--- config.mk ---
export PLATFORM = sky130hd
export DESIGN_NAME = tx_data_mac
export DESIGN_NICKNAME = d
export VERILOG_FILES = /design/src/rtl/tx_data_mac.sv
export SDC_FILE = /design/constraint.sdc
export NUM_CORES = 1
export LEC_CHECK = 0
export ABC_AREA = 1
export ABC_CLOCK_PERIOD_IN_PS = 6900
export BUFFER_PORTS_ARGS = -buffer_cell sky130_fd_sc_hd__buf_2
export CAP_MARGIN = 20
export CORE_ASPECT_RATIO = 0.75
export CORE_MARGIN = 4
export CORE_UTILIZATION = 40
export DETAILED_ROUTE_END_ITERATION = 6
export PLACE_DENSITY = 0.66
export SETUP_SLACK_MARGIN = 0.1
export SLEW_MARGIN = 20
export SYNTH_ARGS = -nofsm -noshare
export SYNTH_HDL_FRONTEND = slang
export SYNTH_SLANG_ARGS = --single-unit
--- constraint.sdc ---
create_clock -name clk -period 6.9 [get_ports clk]
set_clock_uncertainty 0.1 [all_clocks]
set_input_delay 0 -clock clk [delete_from_list [all_inputs] [get_ports clk]]
set_output_delay 0 -clock clk [all_outputs]
set_load 0.01 [all_outputs]
--- src/rtl/tx_data_mac.sv ---
// Transmit framer: builds Ethernet II frames (IPv4/UDP or ARP reply) onto an
// 8-bit active-low LocalLink TX interface, padding short frames to 60 bytes.
module tx_data_mac #(
  parameter logic [47:0] SRC_MAC  = 48'h0023551C3564,
  parameter logic [31:0] SRC_IP   = 32'hA9FEF298,
  parameter logic [15:0] SRC_PORT = 16'h11D2,
  parameter logic [7:0]  TTL      = 8'h40
) (
  input  logic        clk,
  input  logic        reset,
  input  logic        send_udp,
  input  logic        send_arp,
  input  logic [47:0] dst_mac,
  input  logic [31:0] dst_ip,
  input  logic [15:0] dst_port,
  input  logic [10:0] payload_len,
  input  logic [47:0] arp_mac,
  input  logic [31:0] arp_ip,
  input  logic [7:0]  payload_data,
  output logic        payload_rd,
  output logic [7:0]  tx_data,
  output logic        tx_sof,
  output logic        tx_eof,
  output logic        tx_src_rdy,
  input  logic        tx_dst_rdy,
  output logic        busy,
  output logic        done,
  output logic        tx_error
);

  typedef enum logic [2:0] {IDLE, CSUM, HDR, PAYLOAD, PAD, DONE} state_t;

  localparam logic [10:0] MAX_PAYLOAD = 11'd1472;
  localparam logic [10:0] HDR_BYTES   = 11'd42;

  state_t      state_q, state_d;
  logic        csum_cnt_q, csum_cnt_d;
  logic        is_arp_q, is_arp_d;
  logic [47:0] dst_mac_q, dst_mac_d;
  logic [31:0] dst_ip_q, dst_ip_d;
  logic [15:0] dst_port_q, dst_port_d;
  logic [10:0] len_q, len_d;
  logic [47:0] arp_mac_q, arp_mac_d;
  logic [31:0] arp_ip_q, arp_ip_d;
  logic [15:0] ident_q, ident_d;
  logic [31:0] sum_q, sum_d;
  logic [15:0] csum_q, csum_d;
  logic [10:0] cur_idx_q, cur_idx_d;
  logic [7:0]  tx_data_q, tx_data_d;
  logic        tx_sof_q, tx_sof_d;
  logic        tx_eof_q, tx_eof_d;
  logic        tx_src_rdy_q, tx_src_rdy_d;
  logic        busy_q, busy_d;
  logic        done_q, done_d;
  logic        tx_error_q, tx_error_d;

  logic         xfer;
  logic [15:0]  total_len, udp_len;
  logic [10:0]  last_idx, pay_end, next_idx, sel_idx;
  logic [5:0]   hdr_sel;
  logic [8:0]   hdr_shift;
  logic [335:0] hdr_vec;
  logic [7:0]   hdr_byte;
  logic [16:0]  fold1;
  logic [15:0]  fold2;

  assign xfer      = !tx_src_rdy_q && !tx_dst_rdy;
  assign total_len = 16'd28 + {5'd0, len_q};
  assign udp_len   = 16'd8 + {5'd0, len_q};
  assign last_idx  = (len_q < 11'd18) ? 11'd59 : (11'd41 + len_q);
  assign pay_end   = HDR_BYTES + len_q;
  assign next_idx  = cur_idx_q + 11'd1;

  // The first header byte is loaded from HDR while src_rdy is still high.
  assign sel_idx   = tx_src_rdy_q ? 11'd0 : next_idx;
  assign hdr_sel   = (sel_idx < HDR_BYTES) ? sel_idx[5:0] : 6'd0;
  assign hdr_shift = {3'd0, 6'd41 - hdr_sel} << 3;
  assign hdr_byte  = hdr_vec[hdr_shift +: 8];

  always_comb begin
    hdr_vec = '0;
    if (is_arp_q) begin
      hdr_vec = {arp_mac_q, SRC_MAC, 16'h0806, 64'h0001_0800_0604_0002,
                 SRC_MAC, SRC_IP, arp_mac_q, arp_ip_q};
    end else begin
      hdr_vec = {dst_mac_q, SRC_MAC, 16'h0800, 16'h4500, total_len, ident_q,
                 16'h0000, TTL, 8'h11, csum_q, SRC_IP, dst_ip_q,
                 SRC_PORT, dst_port_q, udp_len, 16'h0000};
    end
  end

  assign fold1 = {1'b0, sum_q[15:0]} + {1'b0, sum_q[31:16]};
  assign fold2 = fold1[15:0] + {15'd0, fold1[16]};

  assign payload_rd = xfer && (state_q == PAYLOAD);
  assign tx_data    = (state_q == PAYLOAD) ? payload_data : tx_data_q;
  assign tx_sof     = tx_sof_q;
  assign tx_eof     = tx_eof_q;
  assign tx_src_rdy = tx_src_rdy_q;
  assign busy       = busy_q;
  assign done       = done_q;
  assign tx_error   = tx_error_q;

  always_comb begin
    state_d      = state_q;
    csum_cnt_d   = csum_cnt_q;
    is_arp_d     = is_arp_q;
    dst_mac_d    = dst_mac_q;
    dst_ip_d     = dst_ip_q;
    dst_port_d   = dst_port_q;
    len_d        = len_q;
    arp_mac_d    = arp_mac_q;
    arp_ip_d     = arp_ip_q;
    ident_d      = ident_q;
    sum_d        = sum_q;
    csum_d       = csum_q;
    cur_idx_d    = cur_idx_q;
    tx_data_d    = tx_data_q;
    tx_sof_d     = tx_sof_q;
    tx_eof_d     = tx_eof_q;
    tx_src_rdy_d = tx_src_rdy_q;
    busy_d       = busy_q;
    done_d       = 1'b0;
    tx_error_d   = 1'b0;

    case (state_q)
      IDLE: begin
        if (send_arp) begin
          is_arp_d   = 1'b1;
          arp_mac_d  = arp_mac;
          arp_ip_d   = arp_ip;
          dst_mac_d  = dst_mac;
          dst_ip_d   = dst_ip;
          dst_port_d = dst_port;
          len_d      = 11'd0;
          busy_d     = 1'b1;
          csum_cnt_d = 1'b0;
          state_d    = CSUM;
        end else if (send_udp) begin
          if (payload_len > MAX_PAYLOAD) begin
            tx_error_d = 1'b1;
          end else begin
            is_arp_d   = 1'b0;
            arp_mac_d  = arp_mac;
            arp_ip_d   = arp_ip;
            dst_mac_d  = dst_mac;
            dst_ip_d   = dst_ip;
            dst_port_d = dst_port;
            len_d      = payload_len;
            busy_d     = 1'b1;
            csum_cnt_d = 1'b0;
            state_d    = CSUM;
          end
        end
      end

      CSUM: begin
        if (!csum_cnt_q) begin
          sum_d = 32'h0000_4500 + {16'd0, total_len} + {16'd0, ident_q}
                + {16'd0, TTL, 8'h11}
                + {16'd0, SRC_IP[31:16]} + {16'd0, SRC_IP[15:0]}
                + {16'd0, dst_ip_q[31:16]} + {16'd0, dst_ip_q[15:0]};
          csum_cnt_d = 1'b1;
        end else begin
          csum_d  = ~fold2;
          state_d = HDR;
        end
      end

      HDR, PAYLOAD, PAD: begin
        if ((state_q == HDR) && tx_src_rdy_q) begin
          tx_data_d    = hdr_byte;
          tx_sof_d     = 1'b0;
          tx_eof_d     = 1'b1;
          tx_src_rdy_d = 1'b0;
          cur_idx_d    = 11'd0;
        end else if (xfer) begin
          if (cur_idx_q == last_idx) begin
            state_d      = DONE;
            tx_src_rdy_d = 1'b1;
            tx_sof_d     = 1'b1;
            tx_eof_d     = 1'b1;
            done_d       = 1'b1;
          end else begin
            cur_idx_d = next_idx;
            tx_sof_d  = 1'b1;
            tx_eof_d  = (next_idx != last_idx);
            if (next_idx < HDR_BYTES) begin
              state_d   = HDR;
              tx_data_d = hdr_byte;
            end else if (next_idx < pay_end) begin
              state_d = PAYLOAD;
            end else begin
              state_d   = PAD;
              tx_data_d = 8'h00;
            end
          end
        end
      end

      DONE: begin
        busy_d  = 1'b0;
        state_d = IDLE;
        if (!is_arp_q) ident_d = ident_q + 16'd1;
      end

      default: state_d = IDLE;
    endcase
  end

  always_ff @(posedge clk or negedge reset) begin
    if (!reset) begin
      state_q      <= IDLE;
      csum_cnt_q   <= 1'b0;
      is_arp_q     <= 1'b0;
      dst_mac_q    <= '0;
      dst_ip_q     <= '0;
      dst_port_q   <= '0;
      len_q        <= '0;
      arp_mac_q    <= '0;
      arp_ip_q     <= '0;
      ident_q      <= '0;
      sum_q        <= '0;
      csum_q       <= '0;
      cur_idx_q    <= '0;
      tx_data_q    <= '0;
      tx_sof_q     <= 1'b1;
      tx_eof_q     <= 1'b1;
      tx_src_rdy_q <= 1'b1;
      busy_q       <= 1'b0;
      done_q       <= 1'b0;
      tx_error_q   <= 1'b0;
    end else begin
      state_q      <= state_d;
      csum_cnt_q   <= csum_cnt_d;
      is_arp_q     <= is_arp_d;
      dst_mac_q    <= dst_mac_d;
      dst_ip_q     <= dst_ip_d;
      dst_port_q   <= dst_port_d;
      len_q        <= len_d;
      arp_mac_q    <= arp_mac_d;
      arp_ip_q     <= arp_ip_d;
      ident_q      <= ident_d;
      sum_q        <= sum_d;
      csum_q       <= csum_d;
      cur_idx_q    <= cur_idx_d;
      tx_data_q    <= tx_data_d;
      tx_sof_q     <= tx_sof_d;
      tx_eof_q     <= tx_eof_d;
      tx_src_rdy_q <= tx_src_rdy_d;
      busy_q       <= busy_d;
      done_q       <= done_d;
      tx_error_q   <= tx_error_d;
    end
  end

endmodule

# Word-level counts from Yosys, hierarchy flattened
# Index checks and enable logic that the tools add are counted.
[totals] elab_cells=149 reg_bits=281 in_bits=200 output_inout_bits=15
[classes] n_mux=66 n_bitwise=3 shifts=1 n_lt_le_gt_ge=5 add_sub_neg=16 reduce_logical=23 eq_ne=15
[op_table] operator="two-way mux 336 bit" n=1
[op_table] operator="indexed part select 336 x 10 -> 8 bit" n=1
[op_table] operator="two-way mux 48 bit" n=6
[op_table] operator="two-way mux 32 bit" n=6
[op_table] operator="two-way mux 11 bit" n=8
[op_table] operator="two-way mux 16 bit" n=3
[op_table] operator="two-way mux 8 bit" n=6
[op_table] operator="adder 16 x 16 -> 17 bit" n=2
[op_table] operator="two-way mux 3 bit" n=9
[op_table] operator="two-way mux 1 bit" n=23
[op_table] operator="adder 21 x 16 -> 22 bit" n=1
[op_table] operator="adder 6 x 11 -> 11 bit, first input constant" n=2
[op_table] operator="< comparator 11 x 6 -> 1 bit, second input constant" n=2
[op_table] operator="adder 20 x 16 -> 21 bit" n=1
[op_table] operator="adder 19 x 16 -> 20 bit, second input constant" n=1
[op_table] operator="adder 18 x 16 -> 19 bit, second input constant" n=1
[op_table] operator="adder 17 x 15 -> 18 bit, second input constant" n=1
[op_table] operator="adder 15 x 12 -> 16 bit, first input constant" n=1
[op_table] operator="adder 16 x 1 -> 16 bit" n=1
[op_table] operator="adder 16 x 1 -> 16 bit, second input constant" n=1
[op_table] operator="NOT 16 bit" n=1
[op_table] operator="AND reduction 3 bit" n=5
[op_table] operator="adder 4 x 11 -> 12 bit, first input constant" n=1
[op_table] operator="adder 5 x 11 -> 12 bit, first input constant" n=1
[op_table] operator="24 further kinds" n=44

# Longest topological paths before layout
# Gate-level depths: netlist (run 1).
[depth] ltp_word=10 ltp_mapped=27

# Worst setup path before layout (run 1)
# No wires, ideal clock.
[synth_timing] kind="register to register" startpoint="register dst_ip_q[17]" endpoint="register sum_q[13]" path_stages_with_launch=20 t_required_ps=6668 n_path_buf=0 setup_slack_ps=2961 arrival_ps=3707 path_cell_list="dfrtp_1 inv_1 ha_1 fa_1 fa_1 inv_1 ha_1 inv_1 fa_1 nor2_1 a211oi_1 o21ai_0 a21boi_0 o21ai_0 nand2_1 nand2_1 a21oi_1 or2_2 nand3_1 o21ai_0"
[synth_between] elab_chain_len=2
[synth_lines] item="start: declaration" line_no="40" text="logic [31:0] dst_ip_q, dst_ip_d;"
[synth_lines] item="start signal: assignment" line_no="238" text="dst_ip_q <= dst_ip_d;"
[synth_lines] item="adder 20 x 16 -> 21 bit" line_no="162" text="+ {16'd0, dst_ip_q[31:16]} + {16'd0, dst_ip_q[15:0]};"
[synth_lines] item="adder 21 x 16 -> 22 bit" line_no="162"
[synth_lines] item="end signal: assignment" line_no="244" text="sum_q <= sum_d;"
[synth_lines] item="end: declaration" line_no="46" text="logic [31:0] sum_q, sum_d;"
# Every way passes these cells.
# A chain may end at the register's enable or synchronous reset.

# Worst setup path after layout (run 1)
[layout_timing] startpoint="register cur_idx_q[0]" endpoint="register tx_data_q[0]"
[layout_between] elab_chain_len=10
[layout_lines] item="start: declaration" line_no="48" text="logic [10:0] cur_idx_q, cur_idx_d;"
[layout_lines] item="start signal: assignment" line_no="246" text="cur_idx_q <= cur_idx_d;"
[layout_lines] item="adder 11 x 1 -> 11 bit" line_no="72" text="assign next_idx = cur_idx_q + 11'd1;"
[layout_lines] item="two-way mux 11 bit" line_no="75" text="assign sel_idx = tx_src_rdy_q ? 11'd0 : next_idx;"
[layout_lines] item="< comparator 11 x 6 -> 1 bit" line_no="76" text="assign hdr_sel = (sel_idx < HDR_BYTES) ? sel_idx[5:0] : 6'd0;"
[layout_lines] item="two-way mux 6 bit" line_no="76"
[layout_lines] item="subtractor 6 bit" line_no="77" text="assign hdr_shift = {3'd0, 6'd41 - hdr_sel} << 3;"
[layout_lines] item="indexed part select 336 x 10 -> 8 bit" line_no="78" text="assign hdr_byte = hdr_vec[hdr_shift +: 8];"
[layout_lines] item="two-way mux 8 bit" line_no="188" text="if (next_idx < HDR_BYTES) begin"
[layout_lines] item="two-way mux 8 bit" line_no="178" text="if (cur_idx_q == last_idx) begin"
[layout_lines] item="two-way mux 8 bit" line_no="177" text="end else if (xfer) begin"
[layout_lines] item="two-way mux 8 bit" line_no="171" text="if ((state_q == HDR) && tx_src_rdy_q) begin"
[layout_lines] item="end signal: assignment" line_no="247" text="tx_data_q <= tx_data_d;"
[layout_lines] item="end: declaration" line_no="49" text="logic [7:0] tx_data_q, tx_data_d;"
# Parallel ways exist; a longest one is shown, timed or not. The select of a mux whose other input is x is not followed.

==> results of run 1 <==
## report_power, final
| group | leakage (nW) | internal [mW] | switching [mW] |
|---|---|---|---|
| clock | 0.476 | 0.926 | 0.720 |
| sequential | 3.35 | 2.27 | 0.614 |
| combinational | 7.80 | 2.92 | 5.88 |
| total | 11.6 | 6.12 | 7.21 |
## worst register-to-register path, cell delays in order (launching register included)
cell and delay (ns):
dfrtp_1 0.70, ha_1 0.49, inv_1 0.26, nand2_1 0.08, nand2_1 0.07, nand2_1 0.06, nand2_2 0.08, nand3_4 0.11
nor2_8 0.25, buf_4 0.48, nand2_1 0.13, ha_1 0.31, buf_4 0.25, nor2_2 0.82, nand2_1 0.12, nand3_1 0.12
nand2_1 0.05, nor2_1 0.14, nor2_1 0.06, nand2_1 0.06, nand2_1 0.05, nand2_1 0.05, nand2_1 0.04
## metal layers
metal  up-vias  part of all wire [%]
met5         -                     0
met4         0                   2.5
met3       124                   9.6
met2       813                    42
met1      8795                    46
li1       8842                     -
## repair_timing
| action | CTS | global route |
|---|---|---|
| gates resized for setup | 0 | 0 |
| hold buffers | 202 | 0 |
| hold endpoints to repair | 398 | 0 |
## cells by family (layout without fill, tap and decap cells)
kind of cell | after synthesis | count (layout) | synth area share, %
AO/OA/AOI/OAI | 280 | 280 | 8.36
XOR/XNOR | 72 | 72 | 3.48
adder cells (fa/ha/maj) | 106 | 106 | 8.52
buffers and inverters | 348 | 712 | 7.91
flip-flops | 268 | 268 | 37.0
multiplexers | 11 | 11 | 0.663
other | 0 | 3 | 0
AND/OR/NAND/NOR | 1484 | 1484 | 34.0
## registers in the layout (all words and copies together), names as in the netlist, 3 cells and up
signal / cells
ident_q: 16
len_q: 11
arp_ip_q: 32
sum_q: 19
cur_idx_q: 11
state_q: 3
dst_mac_q: 48
tx_data_q: 8
csum_q: 16
dst_port_q: 16
dst_ip_q: 32
arp_mac_q: 48
## final timing paths
kind / from / endpoint / slack, ns / depth (start not counted)
worst max-delay path: cur_idx_q[0]$_DFFE_PN0P_ / tx_data_q[0]$_DFFE_PN0P_ / 1.93 / 22
worst min-delay path: dst_mac[10] / dst_mac_q[10]$_DFFE_PN0P_ / 0.02 / 4
worst max register to register: cur_idx_q[0]$_DFFE_PN0P_ / tx_data_q[0]$_DFFE_PN0P_ / 1.93 / 22
worst min register to register: tx_sof$_DFFE_PN1P_ / tx_sof$_DFFE_PN1P_ / 0.37 / 2
max in group asynchronous: reset / arp_ip_q[30]$_DFFE_PN0P_ / 5.33 / 4
min in group asynchronous: reset / tx_sof$_DFFE_PN1P_ / 0.43 / 3
## cells in the final DEF (no fill, tap or decap), drive strengths merged, types with 38 or more instances in the layout
master       count
a21oi           69
dlygate4sd3    201
inv            228
nor2           141
o21ai          172
nand4           38
nand2         1052
clkbuf          40
nand3          211
buf            231
dfrtp          265
ha              77
xor2            61
## area by class of cell
type	count	area (sq um)	share of cell area, %
inverters	230	876	3.88
flip-flops and latches	268	6710	29.7
clock inverters	10	139	0.615
multi-input cells	1953	10000	44.3
repair buffers	432	3270	14.5
diodes	3	7.51	0.0333
clock buffers	40	838	3.71
well taps	586	733	3.25
## stage by stage
step                setup slack, ns  instance area, sq um  util (%)  cells
floorplan                      2.96                 18100         -   2569
detailed placement             2.02                 19500      43.7   3267
global route                   1.56                 22600      50.5   3520
global placement               2.10                 19500      43.7   3267
finish                         1.93                 22600      50.5   3522
CTS                            2.02                 22600      50.5   3519
==> qor.csv, run 1 <==
metric;value;unit
outcome;finished, final reports clean;
Post-layout nets;3221;
Placer Congestion;1.00;
TNS Setup;0;ns
Root Driver;clkbuf_16;
leading area contributor after synthesis;dfrtp_1;
gr ovfl total;0;
CP max stage delay;0.81;ns
critical path's top delay family;simple AND/OR/NAND/NOR gates;
Routed WL per cell;19.5;microns
synthesized flop and latch total;268;
Yosys cell types;50;
layout cells sized above 1;11.8;%
global-route usage over all layers;27.5;%
post-DP HPWL;49100;microns
M2 GR Usage;40.2;%
DR vias/cell;5.27;
Post-synth EDFFs;0;
drt drc;0;
kind of critical path;reg -> reg;
Final ANT Viol Nets;0;
IO Count;215;
synthesized instance count;2569;
Crit Path Max Fanout;41;
Filler cells;4338;
Design Power;13.3;mW
Clock transition at path regs;0.08;ns
fin crit period;4.97;ns
Syn Nets;2875;
Sinks on Clock Net;268;
Std-Cell Rows;67;
final hold slack;0.0203;ns
initial antenna violation count;4;
GR Util met3;7.13;%
cell mode on critical path;nand2_1;
drt first-iter violations;1917;
cells along the critical path;ha_1 -> inv_1 -> nand2_1 -> nand2_1 -> nand2_1 -> nand2_2 -> nand3_4 -> nor2_8 -> buf_4 -> nand2_1 -> ha_1 -> buf_4 -> nor2_2 -> nand2_1 -> nand3_1 -> nand2_1 -> nor2_1 -> nor2_1 -> nand2_1 -> nand2_1 -> nand2_1 -> nand2_1;
CTS tree;built;
Setup crit end kind;flip-flop;
critical path's slowest cell;nor2_2;
H-tree levels;1;
warnings from Yosys;0;
cell area after synthesis;0.0181;sq mm
top post-synthesis cells by count;nand2_1, dfrtp_1, inv_1;
RSZ-0062 raised after global routing;no;
Rel. slew slack;33.7;%
clock latency on the worst-skew pair;0.61;ns
Yosys top cell area share;36.6;%
PD cells;591;mW/mm^2
Initial Utilization;40.6;%
vias in the first global route;17900;
grt met1 use;40.8;%
FFs w/ async S/R, synth;100;%
clk buf depth;3;
Worst-Margin Slew;0.993;ns
worst endpoint required time;7.29;ns
Most used DFF post-synth;dfrtp_1;
final setup fails;0;
first-pass GRT wire length;104000;microns
die area;0.0488;sq mm
area added between synthesis and finish;24.6;%
count leader, synth;nand2_1;
largest net degree at the start of global routing;136;
final hold violations;0;
class of the worst hold path;in -> reg;
Worst VDD drop;0.403;mV
chip width;254;microns
syn_area_per_cell;7.05;sq um
via count;18600;
busiest layer in global routing;met1;
Pre-Repair DR Iteration Count;6;
core area;0.0447;sq mm
DRT Wirelength;68700;microns
reported leakage power;11.6;nW
Slew Viols, Final;0;
fmax;0.201;GHz
PortBufs;214;
Post-CTS Setup Inserts;0;
Synth area leaders;dfrtp_1, nand2_1, nand3_1;
CTS buffer count;30;
Worst Path Buf+Inv;3;
Max Cap Viol;0;
Final period util;72.0;%
post-synthesis sequential area ratio;37.0;%
die height;192;microns
WP data arrival;5.36;ns
CP Launch Type;flip-flop;
Note: power is estimated with default switching activity, not from simulation.
==> run 2: changes to the inputs <==
ABC_CLOCK_PERIOD_IN_PS = 4650   (was 6900)
clock period = 4.65 ns   (was 6.9 ns; I/O delays follow)
==> run 2 against run 1 <==
Net effect: worst setup slack worse by 1.7 ns; power is 50% higher; sequential share of layout area is 0.12 points lower; first-iteration DRC count is 5.8% higher; cell area is 0.39% higher.
==> qor.csv, run 2 (synthesized netlist as in run 1, its figures left out) <==
metric;value;unit;change
outcome;finished, final reports clean;;
Sinks on Clock Net;268;;unchanged
critical path's top delay family;adder cells;;
hold path start;payload_len[10];;
post-DP HPWL;47500;microns;-3.2%
Root Driver;clkbuf_16;;
first-pass GRT wire length;100000;microns;-3.8%
CP Launch Type;flip-flop;;
Rel. slew slack;29.8;%;-4.0 points
fmax;0.229;GHz;+14%
clock latency on the worst-skew pair;0.59;ns;-0.02 ns
die area;0.0488;sq mm;unchanged
worst reg2reg path endpoint;sum_q[17]$_DFFE_PN0P_;;
initial antenna violation count;3;;-1
largest net degree at the start of global routing;162;;+19%
Max Cap Viol;0;;unchanged
Pre-Repair DR Iteration Count;6;;unchanged
R2R depth;18;;-18%
Routed WL per cell;18.6;microns;-4.8%
drt drc;0;;unchanged
layout cells sized above 1;12.4;%;+0.61 points
vias in the first global route;17300;;-3.2%
worst hold endpoint;state_q[0]$_DFFE_PN0P_;;
die height;192;microns;unchanged
CP max stage delay;0.50;ns;-0.31 ns
Placed Area;0.0197;sq mm;+0.77%
DR vias/cell;5.27;;-0.12%
Design Power;19.9;mW;+50%
clk buf depth;3;;unchanged
drt first-iter violations;2028;;+5.8%
largest registers;arp_mac_q x48, dst_mac_q x48;;
CTS tree;built;;
chip width;254;microns;unchanged
design area;0.0227;sq mm;+0.39%
Crit Path Max Fanout;8;;-80%
class of the worst hold path;in -> reg;;
CTS buffer count;29;;-3.3%
commonest non-fill, non-tap cells in the layout;nand2_1, dfrtp_1, inv_1;;
flop-to-flop setup slack;0.28;ns;-1.66 ns
final hold violations;0;;unchanged
hold depth;8;;+4
Post-CTS Setup Inserts;0;;unchanged
Final period util;94.1;%;+22 points
Slew Viols, Final;0;;unchanged
Clock transition at path regs;0.07;ns;about the same
PD cells;880;mW/mm^2;+49%
WP data arrival;4.75;ns;-0.61 ns
Placer Congestion;0.950;;-5.0%
Post-layout nets;3233;;+0.37%
Worst VDD drop;0.687;mV;+70%
area added between synthesis and finish;25.0;%;
fin crit period;4.37;ns;-0.592 ns
via count;18600;;+0.11%
RSZ-0062 raised after global routing;yes;;
worst endpoint required time;5.02;ns;-2.27 ns
most common cell after layout, fill and taps aside;nand2_1;;
RR Startpoint;len_q[3]$_DFFE_PN0P_;;
Worst-Margin Slew;1.05;ns;+0.0605 ns
core area;0.0447;sq mm;unchanged
reported leakage power;11.7;nW;+0.71%
Initial Utilization;40.6;%;unchanged
DRT Wirelength;65600;microns;-4.5%
Setup crit end kind;flip-flop;;
critical path's slowest cell;fa_1;;
kind of critical path;reg -> reg;;
global-route usage over all layers;26.2;%;-1.2 points
Worst Path Buf+Inv;1;;-2
gr ovfl total;0;;unchanged
TNS Setup;0;ns;unchanged
final setup fails;0;;unchanged
Std-Cell Rows;67;;unchanged
cells along the critical path;inv_2 -> ha_1 -> a21oi_1 -> nand2_1 -> xor2_1 -> fa_1 -> ha_1 -> ha_1 -> a21oi_1 -> o21ai_0 -> a21oi_1 -> nand2_1 -> nand2_1 -> a21oi_1 -> or2_2 -> or2_2 -> nand3_1 -> nand2_1;;
IO Count;215;;unchanged
PortBufs;214;;unchanged
H-tree levels;1;;unchanged
Final ANT Viol Nets;0;;unchanged
[run 2: cell count changes in the layout (fill, tap and decap cells not counted), sizes merged]
cell,change
clkinv,-1
buf,+17
diode,-2
clkbuf,-1
clkinvlp,-1
dlygate4sd3,-4
[run 2: worst max path at each step]
stage / start / end / slack [ns] / depth (start not counted)
after floorplan: dst_ip_q[17]$_DFFE_PN0P_ / sum_q[13]$_DFFE_PN0P_ / 0.71 / 19
after global placement: len_q[3]$_DFFE_PN0P_ / sum_q[17]$_DFFE_PN0P_ / 0.43 / 18
after detailed placement: len_q[3]$_DFFE_PN0P_ / sum_q[13]$_DFFE_PN0P_ / 0.30 / 18
after CTS: len_q[3]$_DFFE_PN0P_ / sum_q[13]$_DFFE_PN0P_ / 0.29 / 18
after global routing: len_q[4]$_DFFE_PN0P_ / sum_q[14]$_DFFE_PN0P_ / 0.04 / 20
final: len_q[3]$_DFFE_PN0P_ / sum_q[17]$_DFFE_PN0P_ / 0.28 / 18
[run 2: area by class of cell]
class	instances	area [sq um]
sequential	268	6710
multi-input combinational	1953	10000
antenna	1	2.50
clock buffer	39	843
timing repair buffer	445	3380
inverter	230	876
fill	4318	22000
clock inverter	8	109
tap	586	733
[run 2: metrics by stage]
step,cells,utilization [%],hold WS (ns),worst slack (ns)
2_1_floorplan,2569,-,-0.396,0.711
3_3_place_gp,3284,44.1,-0.112,0.431
3_5_place_dp,3284,44.1,-0.116,0.302
4_1_cts,3529,50.7,0.000923,0.286
5_1_grt,3530,50.7,0.0354,0.0374
6_report,3530,50.7,0.0324,0.275
[run 2: report_power, final]
group	leakage, nW	switching (mW)	internal, mW
logic	7.88	8.90	4.53
registers	3.35	0.775	3.37
clock network	0.475	1.00	1.37
total	11.7	10.7	9.27
[run 2: tightest hold or removal path, cell delays in order]
cell and delay [ns]:
buf_2 0.10, inv_1 0.04, nor2_1 0.04, o21ai_0 0.15, or2_2 0.16, nand2_1 0.07, nand2_1 0.07, nand2_1 0.05
[run 2: repair_timing]
| item | CTS | global route |
|---|---|---|
| gates resized for setup | 0 | 3 |
| hold buffers | 198 | 0 |
| hold endpoints to repair | 389 | 0 |
| endpoints found under the setup margin | 0 | 3 |
[run 2: routing by layer]
| layer | vias to the layer above | global-route usage, % | wire length [microns] |
|---|---|---|---|
| li1 | 8877 | - | - |
| met1 | 8803 | 40.9 | 31400 |
| met2 | 811 | 38.5 | 27500 |
| met3 | 99 | 4.53 | 5400 |
| met4 | 4 | 4.68 | 1300 |
| met5 | - | 0 | 24 |
